## src/rtl/fp_arb_pkg.sv

```systemverilog
// Shared types and helpers for the fp_i2f round-robin arbiter.
package fp_arb_pkg;

  localparam int unsigned DefNReq   = 4;
  localparam int unsigned DefWidth  = 16;
  localparam int unsigned DefMaxOut = 8;
  localparam int unsigned MaxReq    = 8;

  typedef enum logic [1:0] {StIdle, StBusy, StDrain, StHalt} arb_state_e;

  // Returns {hit, index} of the first valid requester at or after ptr, wrapping modulo n.
  function automatic logic [3:0] rr_winner(input logic [MaxReq-1:0] valid,
                                           input logic [2:0]        ptr,
                                           input int unsigned       n);
    logic [3:0] res;
    logic [2:0] idx;
    res = '0;
    for (int unsigned k = 0; k < MaxReq; k++) begin
      idx = 3'((32'(ptr) + k) % n);
      if (k < n && !res[3] && valid[idx]) res = {1'b1, idx};
    end
    return res;
  endfunction

endpackage

```

## src/rtl/fp_arb_tag_fifo.sv

```systemverilog
// In-order tag FIFO recording which requester owns each in-flight conversion.
module fp_arb_tag_fifo
  import fp_arb_pkg::*;
#(
  parameter int unsigned Depth = DefMaxOut,
  parameter int unsigned Width = 2,
  localparam int unsigned PtrW = (Depth > 1) ? $clog2(Depth) : 1,
  localparam int unsigned CntW = $clog2(Depth + 1)
) (
  input  logic            clock,
  input  logic            clock_sreset,
  input  logic            push,
  input  logic [Width-1:0] push_data,
  input  logic            pop,
  output logic [Width-1:0] pop_data,
  output logic            empty,
  output logic            full,
  output logic [CntW-1:0] count
);

  logic [Width-1:0] mem_q [Depth];
  logic [PtrW-1:0]  wr_ptr_q, rd_ptr_q;
  logic [CntW-1:0]  count_q, count_d;

  always_comb begin
    count_d = count_q + CntW'(push) - CntW'(pop);
  end

  // Depth is a power of two, so the pointers wrap naturally.
  always_ff @(posedge clock or posedge clock_sreset) begin
    if (clock_sreset) begin
      for (int unsigned i = 0; i < Depth; i++) mem_q[i] <= '0;
      wr_ptr_q <= '0;
      rd_ptr_q <= '0;
      count_q  <= '0;
    end else begin
      if (push) begin
        mem_q[wr_ptr_q] <= push_data;
        wr_ptr_q        <= wr_ptr_q + PtrW'(1);
      end
      if (pop) rd_ptr_q <= rd_ptr_q + PtrW'(1);
      count_q <= count_d;
    end
  end

  assign pop_data = mem_q[rd_ptr_q];
  assign empty    = (count_q == '0);
  assign full     = (count_q == CntW'(Depth));
  assign count    = count_q;

endmodule

```

## src/rtl/fp_i2f_arbiter.sv

```systemverilog
// Round-robin arbiter sharing one pipelined fp_i2f converter among N_REQ requesters.
// Define FP_I2F_ARB_ERR_EN to add a sticky err output for results arriving with no tag.
module fp_i2f_arbiter
  import fp_arb_pkg::*;
#(
  parameter int unsigned N_REQ   = DefNReq,
  parameter int unsigned WIDTH   = DefWidth,
  parameter int unsigned MAX_OUT = DefMaxOut,
  parameter int unsigned ID_W    = $clog2(N_REQ),
  localparam int unsigned CntW   = $clog2(MAX_OUT + 1)
) (
  input  logic                   clock,
  input  logic                   clock_sreset,
  input  logic [N_REQ-1:0]       req_valid,
  input  logic [N_REQ*WIDTH-1:0] req_data,
  output logic [N_REQ-1:0]       req_ready,
  output logic                   cvt_valid,
  output logic [WIDTH-1:0]       cvt_dataa,
  input  logic                   cvt_result_valid,
  input  logic [WIDTH-1:0]       cvt_result,
  output logic [N_REQ-1:0]       rsp_valid,
  output logic [ID_W-1:0]        rsp_id,
  output logic [WIDTH-1:0]       rsp_data,
  input  logic                   drain,
  output logic                   drain_done,
  output logic [CntW-1:0]        outstanding
`ifdef FP_I2F_ARB_ERR_EN
  ,
  output logic                   err
`endif
);

  arb_state_e        state_q, state_d;
  logic [ID_W-1:0]   rr_ptr_q, rr_ptr_d;
  logic [MaxReq-1:0] valid_ext;
  logic [2:0]        ptr_ext;
  logic [3:0]        win;
  logic [N_REQ-1:0]  grant;
  logic [ID_W-1:0]   win_id, pop_id;
  logic              blocked, push, pop, fifo_empty, fifo_full;
  logic [CntW-1:0]   count, count_nxt;

  logic              cvt_valid_q, cvt_valid_d;
  logic [WIDTH-1:0]  cvt_dataa_q, cvt_dataa_d;
  logic [N_REQ-1:0]  rsp_valid_q, rsp_valid_d;
  logic [ID_W-1:0]   rsp_id_q, rsp_id_d;
  logic [WIDTH-1:0]  rsp_data_q, rsp_data_d;

  // Credit is checked against the pre-pop count; drain blocks in the same cycle.
  always_comb begin
    valid_ext = '0;
    valid_ext[N_REQ-1:0] = req_valid;
    ptr_ext = '0;
    ptr_ext[ID_W-1:0] = rr_ptr_q;
    blocked = fifo_full | drain | (state_q == StDrain) | (state_q == StHalt);
    win = rr_winner(valid_ext, ptr_ext, N_REQ);
    grant = '0;
    win_id = '0;
    for (int i = 0; i < N_REQ; i++) begin
      if (!blocked && win[3] && (win[2:0] == 3'(i))) begin
        grant[i] = 1'b1;
        win_id   = ID_W'(i);
      end
    end
  end

  assign req_ready = grant;
  assign push      = |(grant & req_valid);
  assign pop       = cvt_result_valid & ~fifo_empty;
  assign count_nxt = count + CntW'(push) - CntW'(pop);

  always_comb begin
    rr_ptr_d    = rr_ptr_q;
    cvt_valid_d = push;
    cvt_dataa_d = '0;
    rsp_valid_d = '0;
    rsp_id_d    = rsp_id_q;
    rsp_data_d  = rsp_data_q;
    if (push) rr_ptr_d = (win_id == ID_W'(N_REQ - 1)) ? '0 : win_id + ID_W'(1);
    for (int i = 0; i < N_REQ; i++) begin
      if (grant[i]) cvt_dataa_d = req_data[i*WIDTH +: WIDTH];
    end
    if (pop) begin
      rsp_valid_d[pop_id] = 1'b1;
      rsp_id_d            = pop_id;
      rsp_data_d          = cvt_result;
    end
  end

  always_comb begin
    state_d = state_q;
    case (state_q)
      StIdle:  if (drain) state_d = StDrain; else if (push) state_d = StBusy;
      StBusy:  if (drain) state_d = StDrain; else if (count_nxt == '0) state_d = StIdle;
      StDrain: if (count == '0) state_d = StHalt;
      StHalt:  if (!drain) state_d = StIdle;
      default: state_d = StIdle;
    endcase
  end

  always_ff @(posedge clock or posedge clock_sreset) begin
    if (clock_sreset) begin
      state_q     <= StIdle;
      rr_ptr_q    <= '0;
      cvt_valid_q <= 1'b0;
      cvt_dataa_q <= '0;
      rsp_valid_q <= '0;
      rsp_id_q    <= '0;
      rsp_data_q  <= '0;
    end else begin
      state_q     <= state_d;
      rr_ptr_q    <= rr_ptr_d;
      cvt_valid_q <= cvt_valid_d;
      cvt_dataa_q <= cvt_dataa_d;
      rsp_valid_q <= rsp_valid_d;
      rsp_id_q    <= rsp_id_d;
      rsp_data_q  <= rsp_data_d;
    end
  end

  assign cvt_valid  = cvt_valid_q;
  assign cvt_dataa  = cvt_dataa_q;
  assign rsp_valid  = rsp_valid_q;
  assign rsp_id     = rsp_id_q;
  assign rsp_data   = rsp_data_q;
  assign drain_done = (state_q == StHalt);
  assign outstanding = count;

`ifdef FP_I2F_ARB_ERR_EN
  logic err_q;
  always_ff @(posedge clock or posedge clock_sreset) begin
    if (clock_sreset) err_q <= 1'b0;
    else              err_q <= err_q | (cvt_result_valid & fifo_empty);
  end
  assign err = err_q;
`endif

  fp_arb_tag_fifo #(
    .Depth(MAX_OUT),
    .Width(ID_W)
  ) u_tag_fifo (
    .clock       (clock),
    .clock_sreset(clock_sreset),
    .push        (push),
    .push_data   (win_id),
    .pop         (pop),
    .pop_data    (pop_id),
    .empty       (fifo_empty),
    .full        (fifo_full),
    .count       (count)
  );

endmodule

```

## config.mk

```make
export PLATFORM = sky130hd
export DESIGN_NAME = fp_i2f_arbiter
export DESIGN_NICKNAME = d
export VERILOG_FILES = /design/src/rtl/fp_arb_pkg.sv /design/src/rtl/fp_arb_tag_fifo.sv /design/src/rtl/fp_i2f_arbiter.sv
export SDC_FILE = /design/constraint.sdc
export NUM_CORES = 1
export LEC_CHECK = 0
export CORE_MARGIN = 3
export CORE_UTILIZATION = 30
export CTS_CLUSTER_DIAMETER = 60
export DETAILED_ROUTE_END_ITERATION = 10
export GPL_TIMING_DRIVEN = 0
export SYNTH_ARGS = -nofsm -noshare
export SYNTH_HDL_FRONTEND = slang
export SYNTH_HIERARCHICAL = 1
export SYNTH_SLANG_ARGS = --single-unit
```

## constraint.sdc

```tcl
create_clock -name clock -period 8.7 [get_ports clock]
set_input_delay 1.305 -clock clock [delete_from_list [all_inputs] [get_ports clock]]
set_output_delay 1.305 -clock clock [all_outputs]
set_load 0.03 [all_outputs]
```

After elaboration in Yosys (flattened, before gate mapping)
Cells that the tools add are included.
W data, S select, Z words.
- bits of input ports: 88
- logic and storage cells: 115
- register bits: 69
- bitwise operators: 8
- order comparisons: 9
- equality and inequality tests: 12
- reduce and logical (&&, ||, !) cells: 20
- add/subtract/negate cells: 8
- mux-type cells: 40
- operators with widths (kind ; number):
    $mux W16 ; 4
    $mux W2 ; 12
    $mux W4 ; 5
    $bwmux W16 ; 1
    $lt A2 B4 Y1 const B ; 4
    $logic_and A1 B1 Y1 ; 10
    $mux W1 ; 10
    $bmux W1 S2 ; 4
    $ge A4 B4 Y1 const B ; 2
    $logic_not A4 Y1 ; 2
    $not A3 Y4 ; 2
    $pmux W2 S4 ; 1
    $add A3 B1 Y3 const B ; 2
    $bmux W2 S3 ; 1
    $demux W2 S3 ; 1
    $eq A2 B2 Y1 const B ; 3
    $eq A3 B2 Y1 const B ; 2
    $ne A3 B3 Y1 const B ; 2
    $add A2 B1 Y2 const B ; 2
    $add A2 B2 Y2 const B ; 2
    $add A4 B1 Y4 ; 1
    $and A4 B4 Y4 ; 1
    $eq A4 B4 Y1 const B ; 1
    $logic_not A1 Y1 ; 4
    other kinds (15) ; 18

Logic depth before layout (Yosys ltp)
- depth after elaboration: 23
- depth in mapped cells: 14
- mapped depth without buffers: 13

By module
The synthesis kept the hierarchy.
- by module, submodules not included (module ; seq. area each (um^2) ; cells an instance ; instances ; area each (um^2)):
    fp_i2f_arbiter ; 1076.0 ; 219 ; 1 ; 2290.9
    fp_arb_tag_fifo ; 650.6 ; 92 ; 1 ; 1303.8

Worst setup path before layout
OpenSTA, ideal clock, no wires.
- path type: input to output
- start point: in req_valid[2]
- end point: out req_ready[3]
- data required time: 7395 ps
- stages on the path: 7
- path slack: 4499 ps
- arrival: 2896 ps
- path through: nor2b_1 a21o_1 a221oi_2 buf_6 buf_8 inv_2 nor3_1
- longest elaborated chain between the ends: 15
- elaborated cells between the ends (all ways): 22
- RTL lines (element ; RTL line ; RTL):
    from (decl) ; fp_i2f_arbiter.sv:14 ; input logic [N_REQ-1:0] req_valid,
    $bmux W1 S2 ; fp_arb_pkg.sv:20 ; if (k < n && !res[3] && valid[idx]) res = {1'b1, idx};
    $mux W1 (implied by the code) ; fp_arb_pkg.sv:20 ;
    $mux W4 ; fp_arb_pkg.sv:20 ;
    $logic_not A1 Y1 ; fp_arb_pkg.sv:20 ;
    $logic_and A1 B1 Y1 ; fp_arb_pkg.sv:20 ;
    $mux W4 ; fp_arb_pkg.sv:20 ;
    $logic_not A1 Y1 ; fp_arb_pkg.sv:20 ;
    $logic_and A1 B1 Y1 ; fp_arb_pkg.sv:20 ;
    $mux W4 ; fp_arb_pkg.sv:20 ;
    $logic_not A1 Y1 ; fp_arb_pkg.sv:20 ;
    $logic_and A1 B1 Y1 ; fp_arb_pkg.sv:20 ;
    $mux W4 (*) ; fp_arb_pkg.sv:20 ;
    $eq A3 B2 Y1 / $logic_and A1 B1 Y1 (equally long branches) ; fp_i2f_arbiter.sv:60 ; if (!blocked && win[3] && (win[2:0] == 3'(i))) begin
    $logic_and A1 B1 Y1 (*) ; fp_i2f_arbiter.sv:60 ;
    $mux W1 (*) ; fp_i2f_arbiter.sv:60 ;
    to (decl) ; fp_i2f_arbiter.sv:16 ; output logic [N_REQ-1:0] req_ready,
Every way passes the cells marked *; elsewhere a longest branch is shown, timed or not. The select of a mux whose other input is x is not followed.

Worst setup path after layout
- start point: in req_valid[0]
- end point: out req_ready[1]
- longest elaborated chain between the ends: 15
- elaborated cells between the ends (all ways): 22
- RTL lines (element ; RTL line):
    $bmux W1 S2 ; fp_arb_pkg.sv:20
    $mux W1 (implied by the code) ; fp_arb_pkg.sv:20
    $mux W4 ; fp_arb_pkg.sv:20
    $logic_not A1 Y1 ; fp_arb_pkg.sv:20
    $logic_and A1 B1 Y1 ; fp_arb_pkg.sv:20
    $mux W4 ; fp_arb_pkg.sv:20
    $logic_not A1 Y1 ; fp_arb_pkg.sv:20
    $logic_and A1 B1 Y1 ; fp_arb_pkg.sv:20
    $mux W4 ; fp_arb_pkg.sv:20
    $logic_not A1 Y1 ; fp_arb_pkg.sv:20
    $logic_and A1 B1 Y1 ; fp_arb_pkg.sv:20
    $mux W4 (*) ; fp_arb_pkg.sv:20
    $eq A3 B1 Y1 / $logic_and A1 B1 Y1 (equally long branches) ; fp_i2f_arbiter.sv:60
    $logic_and A1 B1 Y1 (*) ; fp_i2f_arbiter.sv:60
    $mux W1 (*) ; fp_i2f_arbiter.sv:60
Marks and branches as above.

==> flow_metrics.tcl <==
set metrics [dict create \
    outcome "finished, final reports clean" \
    synth_compound_area_frac 0.08075 \
    critPathLaunchType "input pin" \
    fin_crit_ns 5.115 \
    yosysSeqAreaShare 0.4803 \
    drt_pass1_iterations 4 \
    postRouteAntennaNets 0 \
    placed_cell_area_mm2 0.005145 \
    yosysWarnings 6 \
    cts_tree "built" \
    place_hpwl_um 6958 \
    synthXorXnorAreaFrac 0.02193 \
    critPathTopFamily "buffers and inverters" \
    grt_pass1_vias 2937 \
    die_area_mm2 0.01333 \
    cts_made_buffers 9 \
    final_cells 605 \
    io_buffers 135 \
    worst_slew_pin_slew_ns 0.9929 \
    setup_violations 0 \
    hp-class "flop to flop" \
    fillers 1063 \
    initial_core_util 0.3108 \
    grt_pass1_wl_um 14360 \
    synthMuxAreaShare 0.1810 \
    holdWs_ns 0.4682 \
    synth.area.top_cells "dfrtp_1 (48%), mux2i_1 (8.9%), nand2_1 (6.5%), mux2_2 (6.3%), ha_1 (4.5%)" \
    critPathMaxFanout 10 \
    die_w_um 115.5 \
    seq_area_mm2 0.001727 \
    rsz0062_at_grt "false" \
    cp_num_buf_inv 4 \
    syn_inst 311 \
    wire_per_inst_um 15.02 \
    drive_above_1_share 0.1364 \
    die_h_um 115.5 \
    fin_crit_sh 0.5879 \
    vias 2802 \
    cpPeakStageDelay_ns 0.61 \
    hold_viol_final 0 \
    h-tree-depth 3 \
    max_freq_mhz 195.5 \
    via_per_inst 4.631 \
    drv_cap 0 \
    ys_ff_latch 69 \
    clkSinkCount 69 \
    gp_congestion 0.7334 \
    clk_pin_slew_worst_paths_ns 0.05 \
    antenna_cells 0 \
    synth_ff_type "dfrtp_1" \
    root_buffer "clkbuf_16" \
    yosysUniqueCellTypes 40 \
    drc 0 \
    synth_top_family_by_area "multiplexers" \
    fin_area_mm2 0.005424 \
    io_pins 136 \
    synth-edff-count 0 \
    yosysTopAreaCellShare 0.4803 \
    grt_overflow 0 \
    area_delta_synth_final_pct 50.89 \
    synthSimpleGateAreaFrac 0.1222 \
    synth_top_cell_by_area "dfrtp_1" \
    grt_max_degree 30 \
    arrival_ns 3.81 \
    cts.path.max_buffers 2 \
    cp_slowest_cell "o41ai_4" \
    coreArea_mm2 0.01156 \
    wl_um 9089 \
    grt_antenna_before_repair 0 \
    grt_usage 0.1377 \
    post_cts_buffers 0 \
    layout_common_cells "clkdlybuf4s50_1 (135), dfrtp_1 (69), nand2_1 (62)" \
    nNetsFinal 561 \
    crit_chain "clkdlybuf4s50_1 > o41ai_4 > inv_2 > nand2_2 > buf_4 > nor2_1 > clkdlybuf4s50_1" \
    syn_area_mm2 0.003595 \
    end_kind "primary output" \
    rows 39 \
    avgSynthCellArea_um2 11.56 \
    clock-skew-final_ns 0.005568 \
    synthAdderAreaFrac 0.05639 \
    async_flop_share 1.000 \
    cpMostUsedCell "clkdlybuf4s50_1" \
    crit_type "input pin to primary output" \
    slew_headroom 0.3373 \
    dp.cells 590 \
    cellLeakagePower_nw 2.557 \
    utilization 0.4690 \
    holdBufCountCts 0 \
    syn_nets 414 \
    required_ns 7.39 \
    drtIter0Drc 86 \
    power_density_mw_per_mm2 259.9 \
    slew_viol_final 0 \
    final_common_cell "clkdlybuf4s50_1" \
    ir_worst_vdd_mv 0.08193 \
    totalNegativeSetupSlack_ns 0 \
    cts-resized-gates 0 \
    insertion_delay_ns 0.33 \
    multi_input_area_mm2 0.001662 \
]
-- synthesized netlist by cell type, types with 4 or more instances --
cell / number
nor2_1: 9
nand2_1: 62
xor2_1: 6
a21o_1: 4
ha_1: 13
mux2i_1: 32
o22ai_2: 10
dfrtp_1: 69
a21oi_1: 4
nor3_1: 4
clkbuf_1: 6
inv_2: 4
o22ai_1: 6
nand2b_1: 4
inv_1: 16
mux2_2: 20
mux4_1: 4
-- report_power, final --
group	internal (mW)	switching, mW
sequential	0.388	0.0527
clock	0.214	0.126
combinational	0.305	0.324
-- cells by family (layout without fill, tap and decap cells) --
family                     Yosys count  in the layout
muxes                               56             56
DFF                                 69             69
adders and majority gates           15             15
xor gates and xnor gates             9              9
and+or+nand+nor                     97             97
buffers and inverters               35            186
AOI/OAI and AO/OA                   30             30
-- sequential cells by signal, summed over array words and instances, names as in the netlist --
name	flops
cvt_dataa	16
cvt_valid	1
rr_ptr_q	2
rsp_data	16
rsp_id	2
rsp_valid	4
state_q	2
u_tag_fifo/count	4
u_tag_fifo/mem_q	16
u_tag_fifo/rd_ptr_q	3
u_tag_fifo/wr_ptr_q	3
-- through the flow --
step | total power, mW | setup WS (ns)
after floorplan | 0.8745 | 4.499
after global placement | 1.068 | 3.594
after detailed placement | 1.088 | 3.545
after CTS | 1.433 | 3.538
after global routing | 1.511 | 3.445
final | 1.410 | 3.585
-- worst min-delay path, stage by stage, from the launching register on --
cell     delay (ns)
dfrtp_1        0.33
nand2_1        0.05
nand2_1        0.06
-- metal layers --
metal	up-vias	track usage	wire, um	share of wire
li1	1370	-	-	-
met5	-	0	0	0
met2	70	0.2296	4509	0.50
met3	15	0.03551	438	0.048
met4	0	0.05086	176	0.019
met1	1347	0.1728	3964	0.44
-- final cells by class --
| cell class | count | share of cell area |
|---|---|---|
| Sequential cell | 69 | 0.3183 |
| Clock inverter | 1 | 0.0009227 |
| Multi-Input combinational cell | 207 | 0.3063 |
| Buffer | 15 | 0.02422 |
| Inverter | 20 | 0.01384 |
| Tap cell | 143 | 0.03299 |
| Timing Repair Buffer | 136 | 0.2528 |
| Clock buffer | 14 | 0.05052 |
-- final timing paths --
kind                                                    start                         endpoint  slack [ns]  cells after the start
worst min-delay path                  rsp_data[9]$_DFFE_PP0P_          rsp_data[9]$_DFFE_PP0P_        0.47                      2
worst max register to register  u_tag_fifo/count[1]$_DFF_PP0_           state_q[0]$_DFFE_PP0P_        5.46                     13
max in group asynchronous                        clock_sreset  u_tag_fifo/mem_q[3]$_DFFE_PP0P_        6.51                      2
worst max-delay path                             req_valid[0]                     req_ready[1]        3.59                      7
min in group asynchronous                        clock_sreset           cvt_dataa[0]$_DFF_PP0_        1.31                      2
worst min register to register        rsp_data[9]$_DFFE_PP0P_          rsp_data[9]$_DFFE_PP0P_        0.47                      2
No activity file was read; power rests on OpenSTA's default activity.
